==> config.mk <==
export PLATFORM = sky130hd
export DESIGN_NAME = pipe_issue_ctrl_flat
export DESIGN_NICKNAME = d
export VERILOG_FILES = /design/src/rtl/pipe_issue_ctrl_if.sv /design/src/rtl/pipe_issue_ctrl.sv /design/src/flat_wrapper.sv
export SDC_FILE = /design/constraint.sdc
export NUM_CORES = 1
export LEC_CHECK = 0
export ABC_AREA = 1
export BUFFER_PORTS_ARGS = -buffer_cell sky130_fd_sc_hd__buf_2
export CAP_MARGIN = 20
export CORE_MARGIN = 3
export CORE_UTILIZATION = 48
export CTS_CLUSTER_SIZE = 12
export DETAILED_ROUTE_END_ITERATION = 8
export GPL_ROUTABILITY_DRIVEN = 0
export PLACE_DENSITY = 0.76
export SYNTH_ARGS = -nofsm -noshare
export SYNTH_HDL_FRONTEND = slang
export SYNTH_SLANG_ARGS = --single-unit
==> constraint.sdc <==
create_clock -name clk -period 1.8 [get_ports clk]
set_clock_uncertainty 0.15 [all_clocks]
set_input_delay 0.18 -clock clk [delete_from_list [all_inputs] [get_ports clk]]
set_output_delay 0.18 -clock clk [all_outputs]
set_load 0.03 [all_outputs]
==> src/rtl/pipe_issue_ctrl_if.sv <==
// Issue-control bundle between fetch and the issue controller.
// master = fetch side (drives the instruction), slave = issue controller.
interface pipe_issue_ctrl_if;
  logic        instr_valid;
  logic [31:0] instr;
  logic        flush;
  logic        issue_valid;
  logic        stall;
  logic [1:0]  ctrl_state;
  logic [15:0] stall_count;

  modport master (
    output instr_valid, instr, flush,
    input  issue_valid, stall, ctrl_state, stall_count
  );

  modport slave (
    input  instr_valid, instr, flush,
    output issue_valid, stall, ctrl_state, stall_count
  );
endinterface

==> src/rtl/pipe_issue_ctrl.sv <==
// In-order issue controller with a 3-deep age-shifted destination scoreboard.
// An instruction issues in the same cycle it is presented unless one of its
// source registers matches the destination of a recently issued instruction
// still tracked by the scoreboard; in that case fetch is stalled.
// Optional build macro: PIPE_ISSUE_BYPASS_EN -- when defined, only the
// youngest scoreboard entry (E0) is checked because the datapath forwards
// results held in E1/E2.
module pipe_issue_ctrl (
  input  logic              clk,
  input  logic              rst,
  pipe_issue_ctrl_if.slave  bus
);

  typedef enum logic [1:0] {
    ST_IDLE  = 2'b00,
    ST_ISSUE = 2'b01,
    ST_STALL = 2'b10
  } state_e;

  typedef struct packed {
    logic       valid;
    logic [4:0] dest;
  } sb_entry_t;

  localparam int SB_DEPTH = 3;
`ifdef PIPE_ISSUE_BYPASS_EN
  localparam int CHECK_DEPTH = 1;
`else
  localparam int CHECK_DEPTH = 3;
`endif

  // Scoreboard: index 0 = issued 1 cycle ago, index 2 = issued 3 cycles ago.
  sb_entry_t [SB_DEPTH-1:0] sb_q, sb_d;
  state_e                   state_q, state_d;
  logic [15:0]              stall_count_q, stall_count_d;

  logic [4:0] dest;
  logic [4:0] src1;
  logic [4:0] src2;
  logic       imm;
  logic       hazard;
  logic       issue;
  logic       stall;

  // Instruction field extraction.
  assign dest = bus.instr[25:21];
  assign src1 = bus.instr[20:16];
  assign src2 = bus.instr[15:11];
  assign imm  = bus.instr[29];

  // Bits of the instruction word and the oldest entry that the control
  // logic may not look at in every build; collected here on purpose.
  logic unused_bits;
  assign unused_bits = ^{bus.instr[31:30], bus.instr[28:26], bus.instr[10:0],
                         sb_q[SB_DEPTH-1]};

  // Hazard detection: src1 always compared, src2 only for R-type.
  always_comb begin
    // NOTE: every variable written in a combinational block gets a default
    // first, so no path can leave it unassigned and infer a latch.
    hazard = 1'b0;
    for (int i = 0; i < CHECK_DEPTH; i++) begin
      if (sb_q[i].valid &&
          ((sb_q[i].dest == src1) || (!imm && (sb_q[i].dest == src2)))) begin
        hazard = 1'b1;
      end
    end
  end

  // Zero-latency handshake; both outputs are held low while in reset.
  assign issue = bus.instr_valid & ~hazard & ~bus.flush & ~rst;
  assign stall = bus.instr_valid &  hazard & ~bus.flush & ~rst;

  // Scoreboard shift: age every entry, insert this cycle's issue (or a bubble).
  always_comb begin
    sb_d = sb_q;
    if (bus.flush) begin
      sb_d = '0;
    end else begin
      for (int i = SB_DEPTH - 1; i > 0; i--) begin
        sb_d[i] = sb_q[i-1];
      end
      sb_d[0].valid = issue;
      sb_d[0].dest  = dest;
    end
  end

  // FSM next state: records this cycle's decision for display next cycle.
  always_comb begin
    state_d = ST_IDLE;
    if (bus.flush) begin
      state_d = ST_IDLE;
    end else if (!bus.instr_valid) begin
      state_d = ST_IDLE;
    end else if (hazard) begin
      state_d = ST_STALL;
    end else begin
      state_d = ST_ISSUE;
    end
  end

  // Saturating stall-cycle counter.
  always_comb begin
    stall_count_d = stall_count_q;
    if (stall && (stall_count_q != 16'hFFFF)) begin
      stall_count_d = stall_count_q + 16'd1;
    end
  end

  // State registers with asynchronous active-high reset.
  always_ff @(posedge clk or posedge rst) begin
    if (rst) begin
      // NOTE: the scoreboard is only a few flops, so it is reset explicitly
      // (valid and dest) and the first cycle after reset sees it empty.
      sb_q          <= '0;
      state_q       <= ST_IDLE;
      stall_count_q <= '0;
    end else begin
      // NOTE: non-blocking assignments so every register samples the
      // pre-edge values of the others.
      sb_q          <= sb_d;
      state_q       <= state_d;
      stall_count_q <= stall_count_d;
    end
  end

  // Output drive.
  assign bus.issue_valid = issue;
  assign bus.stall       = stall;
  assign bus.ctrl_state  = state_q;
  assign bus.stall_count = stall_count_q;

endmodule
==> src/flat_wrapper.sv <==
// flat-port wrapper written by rule: the top's interface ports become plain ports
module pipe_issue_ctrl_flat 
  (clk, rst, bus_instr_valid, bus_instr, bus_flush, bus_issue_valid, bus_stall, bus_ctrl_state, bus_stall_count);
  pipe_issue_ctrl_if bus_i ();
  input  logic clk;
  input  logic rst;
  input wire logic [$bits(bus_i.instr_valid)-1:0] bus_instr_valid;
  input wire logic [$bits(bus_i.instr)-1:0] bus_instr;
  input wire logic [$bits(bus_i.flush)-1:0] bus_flush;
  output wire logic [$bits(bus_i.issue_valid)-1:0] bus_issue_valid;
  output wire logic [$bits(bus_i.stall)-1:0] bus_stall;
  output wire logic [$bits(bus_i.ctrl_state)-1:0] bus_ctrl_state;
  output wire logic [$bits(bus_i.stall_count)-1:0] bus_stall_count;
  assign bus_i.instr_valid = bus_instr_valid;
  assign bus_i.instr = bus_instr;
  assign bus_i.flush = bus_flush;
  assign bus_issue_valid = bus_i.issue_valid;
  assign bus_stall = bus_i.stall;
  assign bus_ctrl_state = bus_i.ctrl_state;
  assign bus_stall_count = bus_i.stall_count;
  pipe_issue_ctrl u_core (.clk(clk), .rst(rst), .bus(bus_i));
endmodule
After elaboration in Yosys (flattened, before gate mapping)
Cells that the tools add are included.

Flip-flop bits (word level): 36. Logic and storage cells: 43. Output and inout port bits: 20.

Reduce and logical (&&, ||, !) cells: 11. Multiplexer cells: 7. Add/sub/neg operators: 1. Equality and inequality tests: 7. Bitwise gates (word level): 9.

Operators with widths (count): 5-bit == test (6); 18-bit two-way mux (1); 16-bit by 1-bit adder with 16-bit output (second input constant) (1); 16-bit != test (second input constant) (1); 1-bit logical AND (7); 1-bit AND (6); 2-bit two-way mux (3); 1-bit logical OR (3); 1-bit two-way mux (3); 1-bit NOT (3); 1-bit logical NOT (1).

Longest topological paths before layout
Depth after elaboration: 12. Depth in mapped cells: 12. Depth with buffers taken out: 12.

Worst setup path before layout
No wires, ideal clock.

Path type: reg2out. Start point: register u_core.sb_q[3] (netlist bit). End point: output bus_issue_valid. Arrival time: 1.954 ns. Setup slack: -0.484 ns. Required time: 1.470 ns. Cell stages (with the launch flop): 11. Path through: dfrtp_1 inv_1 nand2_1 o21ai_0 nor2_1 nand3_1 nand2_1 nand2_1 nand3_4 buf_4 nor4_1.

Longest elaborated chain between the ends: 11.

RTL lines: start, declared (RTL line pipe_issue_ctrl.sv:33) `sb_entry_t [SB_DEPTH-1:0] sb_q, sb_d;`; start signal, assigned (RTL line pipe_issue_ctrl.sv:115) `sb_q <= '0;`; start signal, assigned (RTL line pipe_issue_ctrl.sv:121) `sb_q <= sb_d;`; 5-bit == test (RTL line pipe_issue_ctrl.sv:64) `((sb_q[i].dest == src1) || (!imm && (sb_q[i].dest == src2)))) begin`; 1-bit logical AND (RTL line pipe_issue_ctrl.sv:64); 1-bit logical OR * (RTL line pipe_issue_ctrl.sv:64); 1-bit logical AND * (RTL line pipe_issue_ctrl.sv:63) `if (sb_q[i].valid &&`; 1-bit two-way mux * (3 in a row) (RTL line pipe_issue_ctrl.sv:63); 1-bit NOT * (RTL line pipe_issue_ctrl.sv:71) `assign issue = bus.instr_valid & ~hazard & ~bus.flush & ~rst;`; 1-bit AND * (3 in a row) (RTL line pipe_issue_ctrl.sv:71); end, declared (RTL line flat_wrapper.sv:10) `output wire logic [$bits(bus_i.issue_valid)-1:0] bus_issue_valid;`.

Every way passes the cells marked *; elsewhere a longest branch is shown, timed or not.

Worst setup path after layout
Start point: register u_core.sb_q[4] (netlist bit). End point: output bus_issue_valid.

The elaborated chain is that of the path after synthesis.

==> flow_metrics.env <==
export IMPL_power_density_nw_per_um2=565
export IMPL_status="finished, violations left"
export IMPL_violations="setup timing"
export IMPL_cts_inserted_buffers=5
export IMPL_setup_slack_ps=-166
export IMPL_setup_violations=17
export IMPL_crit_type="register to output port"
export IMPL_combPwrFrac=0.135
export IMPL_critPathMaxStageDelay_ps=400
export IMPL_synth_xor_area_frac=0.0390
export IMPL_die_y_um=74.4
export IMPL_grt_max_degree=21
export IMPL_hp_class="input pin to register"
export IMPL_clk_latency_ps=290
export IMPL_final_max_slew_violation_count=0
export IMPL_path_clk_slew_ps=70
export IMPL_clock_sinks=36
export IMPL_port_buffers=39
export IMPL_path_cells="inv_2 > nand2_1 > nand2_1 > nor2_2 > nand3_1 > nand2_1 > nand2_2 > nand3_4 > nor4_4 > buf_6"
export IMPL_cp_required_ps=1470
export IMPL_worst_setup_path_start_kind="register"
export IMPL_timing_rr_start="u_core.sb_q[4]"
export IMPL_synth_top_family_by_area="simple AND/OR/NAND/NOR gates"
export IMPL_synthSimpleGateAreaFrac=0.444
export IMPL_seqPwrFrac=0.503
export IMPL_areaGrowthSynthToFinish_pct=32.2
export IMPL_ys_warn_count=0
export IMPL_mostFrequentLayoutCell="nand2_1"
export IMPL_postSynthAreaPerCell_um2=6.72
export IMPL_drv_cap=0
export IMPL_ant_nets=0
export IMPL_critPathCaptureType="output port"
export IMPL_hold_slack_ps=53.1
export IMPL_antenna_found_initial=0
export IMPL_p_int_mw=1.22
export IMPL_syn_area_um2=2240
export IMPL_p_sw_frac=0.270
export IMPL_peakVddDrop_mv=0.321
export IMPL_crit_path_frequent_cell="nand2_1"
export IMPL_vias=2204
export IMPL_grt_pass1_vias=1998
export IMPL_start_util=0.505
export IMPL_timing_rr_end="u_core.bus.stall_count[1]"
export IMPL_fin_crit_ps=1970
export IMPL_min_delay_start="bus_flush"
export IMPL_grt_total_usage=0.202
export IMPL_clockRootBuffer="clkbuf_8"
export IMPL_n_antenna_cell=0
export IMPL_num_io_pins=56
export IMPL_finalNetCount=446
export IMPL_max_freq_mhz=509
export IMPL_ys_seq_area_frac=0.402
export IMPL_vias_per_cell=4.77
export IMPL_cp_arrival_ps=1640
export IMPL_clk_path_buf_depth=2
export IMPL_wl_um=5200
export IMPL_die_area_um2=5530
export IMPL_cts_tree="yes"
export IMPL_grt_pass1_wl_um=8560
export IMPL_synth_cell_types=23
export IMPL_switching_power_mw=0.453
export IMPL_synthCells=334
export IMPL_post_synth_mux_area_share=0
export IMPL_relSlewSlack=0.761
export IMPL_min_to="u_core.bus.ctrl_state[1]"
export IMPL_timing_hold_violations_final=0
export IMPL_drt_initial_drc_count=117
export IMPL_rows=24
export IMPL_cts_max_level=2
export IMPL_dieWidth_um=74.4
export IMPL_core_um2=4440
export IMPL_final_cell_mix="133 x nand2_1, 44 x inv_1, 41 x nor2_1"
export IMPL_crit_path_top_delay_cell="dfrtp_1"
export IMPL_ff2ff_path_depth=13
export IMPL_synth_compound_area_frac=0.00446
export IMPL_clkPwrFrac=0.361
export IMPL_synth_fa_ha_area_frac=0.00558
export IMPL_drive_above_1_share=0.295
export IMPL_synth_nets=371
export IMPL_grt_overflow=0
export IMPL_p_leak_nw=1.67
export IMPL_crit_fanout=5
export IMPL_post_route_period_util=1.09
export IMPL_ys_ff_latch=36
export IMPL_worst_slew_pin_transition_ps=357
export IMPL_reg2reg_slack_ps=-70
export IMPL_drc_errors=0
export IMPL_drt_wirelength_per_cell_um=11.3
export IMPL_rsz0062_at_grt="true"
export IMPL_dp_hpwl_um=3580
export IMPL_first_pass_iters=4
export IMPL_setup_tns_ps=-1140
export IMPL_hold_depth=4
## per-layer routing
layer	part of all wire	up-vias	global-route usage
met1	0.42	990	0.236
met3	0.047	13	0.0446
met2	0.51	48	0.371
met5	0	-	0
met4	0.016	0	0.0573
li1	-	1153	-
## repair_timing
action | in CTS | in global routing
setup buffers | 9 | 4
hold buffers | 6 | 0
gates cloned | 1 | 0
gates resized for setup | 22 | 9
pin swaps | 8 | 7
endpoints found under the hold margin | 12 | 0
setup endpoints to repair | 17 | 18
## worst max-delay path, delay by kind of cell, from the launching register on
family                 cells  cell delay [ps]
buffers and inverters      2              250
flip-flops                 1              400
AND/OR/NAND/NOR            8              700
## worst max-delay path by stage
stage | from | endpoint | slack [ps] | cells past startpoint
floorplan | u_core.bus.stall_count[4] | u_core.bus.stall_count[13] | 0.2 | 9
global placement | u_core.sb_q[10] | u_core.bus.stall_count[1] | 20 | 11
detailed placement | u_core.sb_q[4] | u_core.bus.stall_count[1] | -40 | 11
CTS | u_core.sb_q[4] | bus_issue_valid | -170 | 10
global route | u_core.sb_q[3] | bus_issue_valid | -280 | 10
finish | u_core.sb_q[4] | bus_issue_valid | -170 | 10
## flip-flops by register name, indices dropped and copies added, names as in the netlist
| register | cells |
|---|---|
| u_core.bus.ctrl_state | 2 |
| u_core.sb_q | 18 |
| u_core.bus.stall_count | 16 |
## cell type report
class | count | area, um^2
clock inverter | 2 | 10.0
sequential | 36 | 905
inverter | 59 | 221
clock buffer | 6 | 82.6
multi-input combinational | 237 | 1210
timing repair buffer | 70 | 474
fill | 392 | 1480
tap | 52 | 65.1
## cell usage after synthesis
| library cell | count | area share |
|---|---|---|
| ha_1 | 1 | 0.0056 |
| xnor2_1 | 4 | 0.016 |
| nand3_1 | 9 | 0.020 |
| nand3_2 | 3 | 0.013 |
| nand2_1 | 135 | 0.23 |
| dfrtp_1 | 36 | 0.40 |
| nand2_2 | 3 | 0.0084 |
| xor2_1 | 6 | 0.023 |
| nor3_1 | 2 | 0.0045 |
| inv_2 | 10 | 0.017 |
| nor2_1 | 49 | 0.082 |
| nand3_4 | 2 | 0.016 |
| nand4_1 | 9 | 0.025 |
| inv_1 | 49 | 0.082 |
| nor2_4 | 1 | 0.0050 |
| clkbuf_1 | 2 | 0.0033 |
| nand4_2 | 2 | 0.011 |
| nor4_1 | 2 | 0.0056 |
| nor3_2 | 1 | 0.0045 |
| nor3_4 | 2 | 0.015 |
| buf_4 | 1 | 0.0033 |
| nor2_2 | 3 | 0.0084 |
| o21ai_0 | 2 | 0.0045 |
## stage by stage
stage / power [mW] / setup WS [ps] / std cells / util / cell area (um^2)
finish: 1.67 / -166 / 462 / 0.667 / 2970
global route: 1.77 / -283 / 462 / 0.667 / 2970
CTS: 1.69 / -174 / 458 / 0.655 / 2910
detailed placement: 1.06 / -36.6 / 434 / 0.589 / 2620
floorplan: 0.987 / 0.150 / 334 / - / 2280
global placement: 1.06 / 20.2 / 434 / 0.589 / 2620
## kinds of logic after synthesis
| group | count (synthesis) |
|---|---|
| buffers and inverters | 62 |
| adders and majority gates | 1 |
| xor gates and xnor gates | 10 |
| AOI/OAI and AO/OA | 2 |
| and+or+nand+nor | 223 |
| DFF | 36 |
## power groups by stage
stage | logic (mW) | registers [mW] | clock network, mW
floorplan | 0.120 | 0.866 | 0
global placement | 0.196 | 0.860 | 0
detailed placement | 0.200 | 0.860 | 0
CTS | 0.225 | 0.843 | 0.622
global route | 0.256 | 0.844 | 0.665
finish | 0.227 | 0.843 | 0.605
Power figures use the tool's default switching activity.
